[src/rtl/chase_tp_scheduler.sv]
// Chase test-pattern scheduler: launches one hard decode (mode 0) or NUM_TP
// back-to-back test patterns (mode 1) and reports the best successful pattern.
module chase_tp_scheduler #(
  parameter int METRIC_W = 12,
  parameter int NUM_TP   = 4
) (
  input  logic                i_clk,
  input  logic                i_rst,
  input  logic                i_mode,
  input  logic                i_start,
  output logic                o_busy,
  output logic                o_tp_start,
  output logic [2:0]          o_tp_id,
  input  logic                i_tp_done,
  input  logic                i_tp_fail,
  input  logic [2:0]          i_tp_num_err,
  input  logic [METRIC_W-1:0] i_tp_metric,
  output logic [2:0]          o_select_tp,
  output logic                o_select_valid,
  output logic                o_all_fail
);

  typedef enum logic [1:0] {
    ST_IDLE,
    ST_ISSUE,
    ST_WAIT,
    ST_REPORT
  } state_t;

  localparam logic [2:0] LAST_TP = 3'(NUM_TP);

  state_t                state_q, state_d;
  logic                  mode_q, mode_d;
  logic [2:0]            tp_cnt_q, tp_cnt_d;
  logic                  best_vld_q, best_vld_d;
  logic [METRIC_W-1:0]   best_metric_q, best_metric_d;
  logic [2:0]            best_nerr_q, best_nerr_d;
  logic [2:0]            best_id_q, best_id_d;

  logic                  busy_q, busy_d;
  logic                  tp_start_q, tp_start_d;
  logic [2:0]            tp_id_q, tp_id_d;
  logic [2:0]            select_tp_q, select_tp_d;
  logic                  select_valid_q, select_valid_d;
  logic                  all_fail_q, all_fail_d;

  logic                  take_cand;
  logic                  upd_vld;
  logic [METRIC_W-1:0]   upd_metric;
  logic [2:0]            upd_nerr;
  logic [2:0]            upd_id;

  // Strict comparisons keep the earlier (lower-index) pattern on full ties.
  always_comb begin
    take_cand  = !i_tp_fail &&
                 (!best_vld_q ||
                  (i_tp_metric < best_metric_q) ||
                  ((i_tp_metric == best_metric_q) && (i_tp_num_err < best_nerr_q)));
    upd_vld    = take_cand ? 1'b1         : best_vld_q;
    upd_metric = take_cand ? i_tp_metric  : best_metric_q;
    upd_nerr   = take_cand ? i_tp_num_err : best_nerr_q;
    upd_id     = take_cand ? tp_cnt_q     : best_id_q;
  end

  always_comb begin
    state_d        = state_q;
    mode_d         = mode_q;
    tp_cnt_d       = tp_cnt_q;
    best_vld_d     = best_vld_q;
    best_metric_d  = best_metric_q;
    best_nerr_d    = best_nerr_q;
    best_id_d      = best_id_q;
    tp_id_d        = tp_id_q;
    select_tp_d    = select_tp_q;
    all_fail_d     = all_fail_q;
    select_valid_d = 1'b0;

    case (state_q)
      ST_IDLE: begin
        best_vld_d    = 1'b0;
        best_metric_d = '1;
        best_nerr_d   = 3'd7;
        best_id_d     = 3'd1;
        if (i_start) begin
          mode_d   = i_mode;
          tp_cnt_d = i_mode ? 3'd1 : 3'd0;
          state_d  = ST_ISSUE;
        end
      end
      ST_ISSUE: begin
        state_d = ST_WAIT;
      end
      ST_WAIT: begin
        if (i_tp_done) begin
          if (!mode_q) begin
            state_d = ST_IDLE;
          end else begin
            best_vld_d    = upd_vld;
            best_metric_d = upd_metric;
            best_nerr_d   = upd_nerr;
            best_id_d     = upd_id;
            if (tp_cnt_q < LAST_TP) begin
              tp_cnt_d = tp_cnt_q + 3'd1;
              state_d  = ST_ISSUE;
            end else begin
              // The report must already include the pattern finishing now.
              select_tp_d    = upd_id;
              all_fail_d     = ~upd_vld;
              select_valid_d = 1'b1;
              state_d        = ST_REPORT;
            end
          end
        end
      end
      ST_REPORT: begin
        state_d = ST_IDLE;
      end
      default: begin
        state_d = ST_IDLE;
      end
    endcase

    busy_d     = (state_d != ST_IDLE);
    tp_start_d = (state_d == ST_ISSUE);
    if (state_d == ST_ISSUE) begin
      tp_id_d = tp_cnt_d;
    end
  end

  always_ff @(posedge i_clk) begin
    if (i_rst) begin
      state_q        <= ST_IDLE;
      mode_q         <= 1'b0;
      tp_cnt_q       <= 3'd0;
      best_vld_q     <= 1'b0;
      best_metric_q  <= '1;
      best_nerr_q    <= 3'd7;
      best_id_q      <= 3'd1;
      busy_q         <= 1'b0;
      tp_start_q     <= 1'b0;
      tp_id_q        <= 3'd0;
      select_tp_q    <= 3'd0;
      select_valid_q <= 1'b0;
      all_fail_q     <= 1'b0;
    end else begin
      state_q        <= state_d;
      mode_q         <= mode_d;
      tp_cnt_q       <= tp_cnt_d;
      best_vld_q     <= best_vld_d;
      best_metric_q  <= best_metric_d;
      best_nerr_q    <= best_nerr_d;
      best_id_q      <= best_id_d;
      busy_q         <= busy_d;
      tp_start_q     <= tp_start_d;
      tp_id_q        <= tp_id_d;
      select_tp_q    <= select_tp_d;
      select_valid_q <= select_valid_d;
      all_fail_q     <= all_fail_d;
    end
  end

  assign o_busy         = busy_q;
  assign o_tp_start     = tp_start_q;
  assign o_tp_id        = tp_id_q;
  assign o_select_tp    = select_tp_q;
  assign o_select_valid = select_valid_q;
  assign o_all_fail     = all_fail_q;

endmodule

[config.mk]
export PLATFORM = sky130hd
export DESIGN_NAME = chase_tp_scheduler
export DESIGN_NICKNAME = d
export VERILOG_FILES = /design/src/rtl/chase_tp_scheduler.sv
export SDC_FILE = /design/constraint.sdc
export NUM_CORES = 1
export LEC_CHECK = 0
export ABC_AREA = 1
export CORE_AREA = 3 3 75 77
export DETAILED_ROUTE_END_ITERATION = 7
export DIE_AREA = 0 0 78 80
export GPL_ROUTABILITY_DRIVEN = 0
export HOLD_SLACK_MARGIN = 0.12
export PLACE_DENSITY = 0.61
export SETUP_SLACK_MARGIN = 0.5
export SYNTH_ARGS = -nofsm -noshare
export SYNTH_HDL_FRONTEND = slang
export SYNTH_SLANG_ARGS = --single-unit
[constraint.sdc]
create_clock -name i_clk -period 2.5 [get_ports i_clk]
set_clock_uncertainty 0.15 [all_clocks]
set_input_delay 0.25 -clock i_clk [delete_from_list [all_inputs] [get_ports i_clk]]
set_output_delay 0.25 -clock i_clk [all_outputs]
set_load 0.01 [all_outputs]
* Yosys cells after proc, flatten, opt, wreduce, memory -nomap -nowiden
Index checks and enable logic that the tools add are counted.
** Cells by class
- Magnitude comparators :: 3
- Mux-type cells :: 28
- Add/sub/neg operators :: 1
- Bitwise operators :: 5
- Eq/ne operators :: 8
- Reductions and logical operators :: 14
** Operators with widths (number)
- 2-to-1 mux 12 bit :: 3
- 2-to-1 mux 3 bit :: 10
- case mux 12 bit (2 select lines) :: 1
- case mux 3 bit (2 select lines) :: 3
- == test 12 bit :: 1
- less-than comparator 12 bit :: 1
- 2-to-1 mux 2 bit :: 4
- case mux 2 bit (4 select lines) :: 1
- AND reduction 4 bit :: 2
- != test 2 bit, second input constant :: 3
- 2-to-1 mux 1 bit :: 5
- NOT 1 bit :: 5
- == test 2 x 1 -> 1 bit, second input constant :: 2
- == test 2 bit, second input constant :: 2
- nonzero test 2 bit :: 2
- OR reduction 4 bit :: 1
- adder 3 x 1 -> 3 bit, second input constant :: 1
- less-than comparator 3 bit :: 1
- less-than comparator 3 bit, second input constant :: 1
- AND reduction 3 bit :: 1
- logical AND 1 bit :: 2
- logical NOT 1 bit :: 2
- logical NOT 2 bit :: 1
- logical OR 1 bit :: 2
- other kinds (2) :: 2
** Storage, ports and cells
- Register bits after elaboration :: 35
- Word-level logic and storage cells :: 72

* Depth between registers and ports, before layout
- Depth in word-level cells :: 8
- Gate-level depth with buffers :: 16
- Depth with buffers taken out :: 16

* Least setup slack after synthesis
Ideal clock, no wire load.
- Path type :: reg-to-reg
- Start :: reg best_metric_q[11]
- End :: reg best_metric_q[0]
- Data arrival time :: 1.590 ns
- Data required time :: 2.216 ns
- Setup slack :: 0.627 ns
- Cell stages (with the launch flop) :: 16
- Clock period less this slack :: 1.873 ns
- Cell sequence :: dfxtp_1 > inv_1 > ha_1 > nand2_2 > nor2_4 > nand2_2 > clkinv_1 > nand2_1 > nand3_2 > nand2_4 > nand2_4 > nand2_4 > nand2_4 > buf_12 > nand2_2 > nand3_1
** On the way
- Cells in the longest elaborated chain, start to end :: 6
- Elaborated cells on any way between the ends :: 8
** RTL lines
- from (decl) :: RTL line 36 : logic [METRIC_W-1:0] best_metric_q, best_metric_d;
- from (signal assigned) :: RTL line 150 : best_metric_q <= best_metric_d;
- less-than comparator 12 bit or == test 12 bit (tied branches) :: RTL line 57, 58
- logical OR 1 bit or logical AND 1 bit (tied branches) :: RTL line 56, 58
- logical OR 1 bit (*) :: RTL line 57 : (i_tp_metric < best_metric_q) ||
- logical AND 1 bit (*) :: RTL line 55 : take_cand = !i_tp_fail &&
- != test 2 bit (no source line) (*)
- AND reduction 4 bit (no source line) (*)
Mark *: on every way between the ends. The rest lies on a longest branch, timed or not.
A chain may end at the register's enable or synchronous reset.

* Worst setup path after layout
- Start :: reg best_metric_q[7]
- End :: reg best_metric_q[5]
The elaborated chain is that of the path after synthesis.

==> results.yml <==
floorplanning:
  design.die.area_um2: 6240
  rows: 26
  floorplan.io_pins: 31
  start_util_pct: 39.05
  coreArea_um2: 5075
  die_h_um: 80
  die_x_um: 78
logic_synthesis:
  register_area_share_after_synthesis_pct: 35.35
  syn-cell-area_um2: 1982
  synth.ff_latch_count: 35
  syn-instance-count: 266
  syn_area_per_cell_um2: 7.451
  synth-edff-count: 0
  synth_fp_nets: 302
  synth_top_area_share_pct: 35.35
  synth_area_leader_cell: "dfxtp_1"
  ys_warn_count: 0
  yosys-top-cells-area: "dfxtp_1 (35%), ha_1 (9.5%), nand3_1 (9.1%), nand2_1 (8.0%), inv_1 (7.6%)"
  ys.flop_type: "dfxtp_1"
  yosys.cell_types.count: 29
  synth-async-reset-ratio_pct: 0
placed_design:
  place_hpwl_mm: 3.065
  placement.setup.worst_slack_ns: 0.1007
  placement.io_buffers: 30
  dpl-instance-area_um2: 2342
sta:
  period_needed_ns: 1.981
  final_hold_fails: 0
  setup_repair_after_global_routing_missed_its_margin: "true"
  worst_slew_pin_slew_ns: 0.6384
  final-setup-viol-count: 0
  timing.final.ws_setup_ns: 0.5190
  slew-limit-headroom_pct: 57.40
  timing.setup.tns_ns: 0
  period_share_pct: 79.24
  timing_max_transition_violations_final: 0
  max_clock_freq_mhz: 504.8
critical_path:
  crit_path_start_kind: "register"
  timing.critical_path.to_type: "register"
  arrival_ns: 1.98
  criticalPathCategory: "reg2reg"
  timing.critical_path.fanout_max: 8
  worstPathRequired_ns: 2.50
clock_tree:
  clock_pin_transition_on_the_worst_setup_and_hold_timing_paths_ns: 0.07
  clock_path_buffers: 2
  clk-insertion-delay-late_ns: 0.28
  clock-sinks: 35
  tritoncts_clock_tree: "yes"
  cts_inserted_buffers: 5
  cts.htree.levels: 2
  root_buffer: "clkbuf_8"
global_routing:
  gr-usage-all-layers_pct: 15.69
  grt_start_max_net_pins: 19
  globalRoute.totalOverflow: 0
  grt_pass1_wl_mm: 7.741
  first_global_vias: 1728
  grt_antenna_before_repair: 0
pwr:
  power.clock.fraction_pct: 28.0
  max-vdd-ir-drop_mv: 0.3353
  p_comb_share_pct: 29.5
  pwr_density_cell_nw_per_um2: 513.2
  sequentialPowerShare_pct: 42.6
  power.net_switching_w: 0.0004582
  p_int_w: 0.001020
  power.leakage_nw: 1.438
  power.share.switching_pct: 31.00
drt:
  final_antenna_net_count: 0
  drtIter0Drc: 64
  wirelength_mm: 4.764
  drt-pass1-iter-count: 4
  drc: 0
  route.detailed.vias_per_inst: 4.701
  vias: 1810
  post_drt_wl_per_cell_um: 12.37
cells_and_area:
  drive_gt1_share_pct: 38.10
  antennaDiodeCount: 0
  fin_area_um2: 2880
  area_of_the_multi_input_gates_um2: 1350
  seq_area_um2: 713.2
  n_fill_cell: 475
  area_growth_syn_to_layout_pct: 45.33
  final_nets: 351
run:
  cap_violations: 0
status:
  outcome: "complete, no violations"
worst_hold_path:
  hold_class: "in2reg"
## critical path: stages (launching register included)
cell and delay (ns):
dfxtp_2 0.33, inv_1 0.06, ha_4 0.27, nand2_2 0.07, nor2_4 0.13, nand2_4 0.07
nor2_4 0.08, a21oi_2 0.07, nand2_4 0.07, nand2_4 0.07, nand2_8 0.10, buf_6 0.12
nand2_8 0.09, nand2_2 0.10, nand3_2 0.05
## routing by layer
| metal | part of all wire (%) | up-vias | global-route usage (%) |
|---|---|---|---|
| li1 | - | 937 | - |
| met1 | 43 | 836 | 18.18 |
| met2 | 52 | 29 | 27.48 |
| met3 | 3.5 | 8 | 4.063 |
| met4 | 1.7 | 0 | 6.294 |
| met5 | 0 | - | 0 |
## cell families after synthesis
group,Yosys count,synth area share [%]
buf+inv,49,10.61
simple gates,142,37.18
fa+ha+maj,15,9.470
compound gates,25,7.387
flops,35,35.35
## power groups by stage
| stage | clock, W | combinational, W | sequential, W |
|---|---|---|---|
| final | 0.000413 | 0.000436 | 0.000629 |
| after global routing | 0.000452 | 0.000485 | 0.000634 |
| after CTS | 0.000429 | 0.000368 | 0.000626 |
| after detailed placement | 0 | 0.000314 | 0.000637 |
| after global placement | 0 | 0.000309 | 0.000636 |
| after floorplan | 0 | 0.000226 | 0.000636 |
## metrics by stage
stage	total power, W	hold slack, ns	instances	util [%]
final	0.001478	0.1895	385	56.76
after floorplan	0.0008614	0.2789	266	-
after global routing	0.001571	0.2163	385	56.76
after global placement	0.0009446	0.2894	362	46.15
after CTS	0.001423	0.3079	382	52.14
after detailed placement	0.0009506	0.2932	362	46.15
## state kept, by name, indices dropped and copies added (netlist names)
register / flops
o_tp_start: 1
o_busy: 1
best_vld_q: 1
best_nerr_q: 3
o_select_valid: 1
best_metric_q: 12
tp_cnt_q: 3
o_all_fail: 1
o_select_tp: 3
mode_q: 1
o_tp_id: 3
best_id_q: 3
state_q: 2
## placed cells by master (no fill, tap or decap), drive strengths merged
master         netlist  layout
nor2                30      30
or2                 13      13
nand3               37      37
ha                  15      15
dfxtp               35      35
buf                  4      18
a21o                 1       1
dlymetal6s2s         0       5
inv                 41      42
clkdlybuf4s50        0      18
o21ai                8       8
a21oi               14      14
nor3                 2       2
clkinv               1       1
dlygate4sd2          0       7
o22ai                1       1
nand2               60      61
a211oi               1       1
clkbuf               3       6
## cell type report
type | count | share of cell area, %
Clock inverter | 1 | 0.1738
Sequential cell | 35 | 24.76
Inverter | 42 | 5.560
Multi-Input combinational cell | 183 | 46.87
Timing Repair Buffer | 48 | 16.72
Clock buffer | 6 | 2.867
Tap cell | 70 | 3.041
## path summary, 6_finish.rpt
path	start	endpoint	slack, ns	cells past startpoint
worst min register to register	o_tp_id[2]$_SDFFE_PP0P_	o_tp_id[2]$_SDFFE_PP0P_	0.30	2
worst max-delay path	best_metric_q[7]$_SDFFE_PP1P_	best_metric_q[5]$_SDFFE_PP1P_	0.52	14
worst max register to register	best_metric_q[7]$_SDFFE_PP1P_	best_metric_q[5]$_SDFFE_PP1P_	0.52	14
worst min-delay path	i_tp_metric[0]	best_metric_q[0]$_SDFFE_PP1P_	0.19	5
## cells in the mapped netlist, types with 2 or more instances
master and number:
dfxtp_1 35, clkbuf_1 3, a21oi_2 2, nand3_1 36
nand2_4 5, inv_1 40, nand2_1 42, nor2_1 26
or2_2 13, o21ai_0 5, a21oi_1 12, buf_4 2
nor2_8 2, ha_1 15, o21ai_2 2, nand2_2 13
## what timing repair did
action,in CTS,in global routing
hold buffers,0,0
resized for setup,32,55
buffers inserted,11,3
endpoints found under the setup margin,15,21
pin swaps,20,21
cloned,2,0
Power figures use the tool's default switching activity.
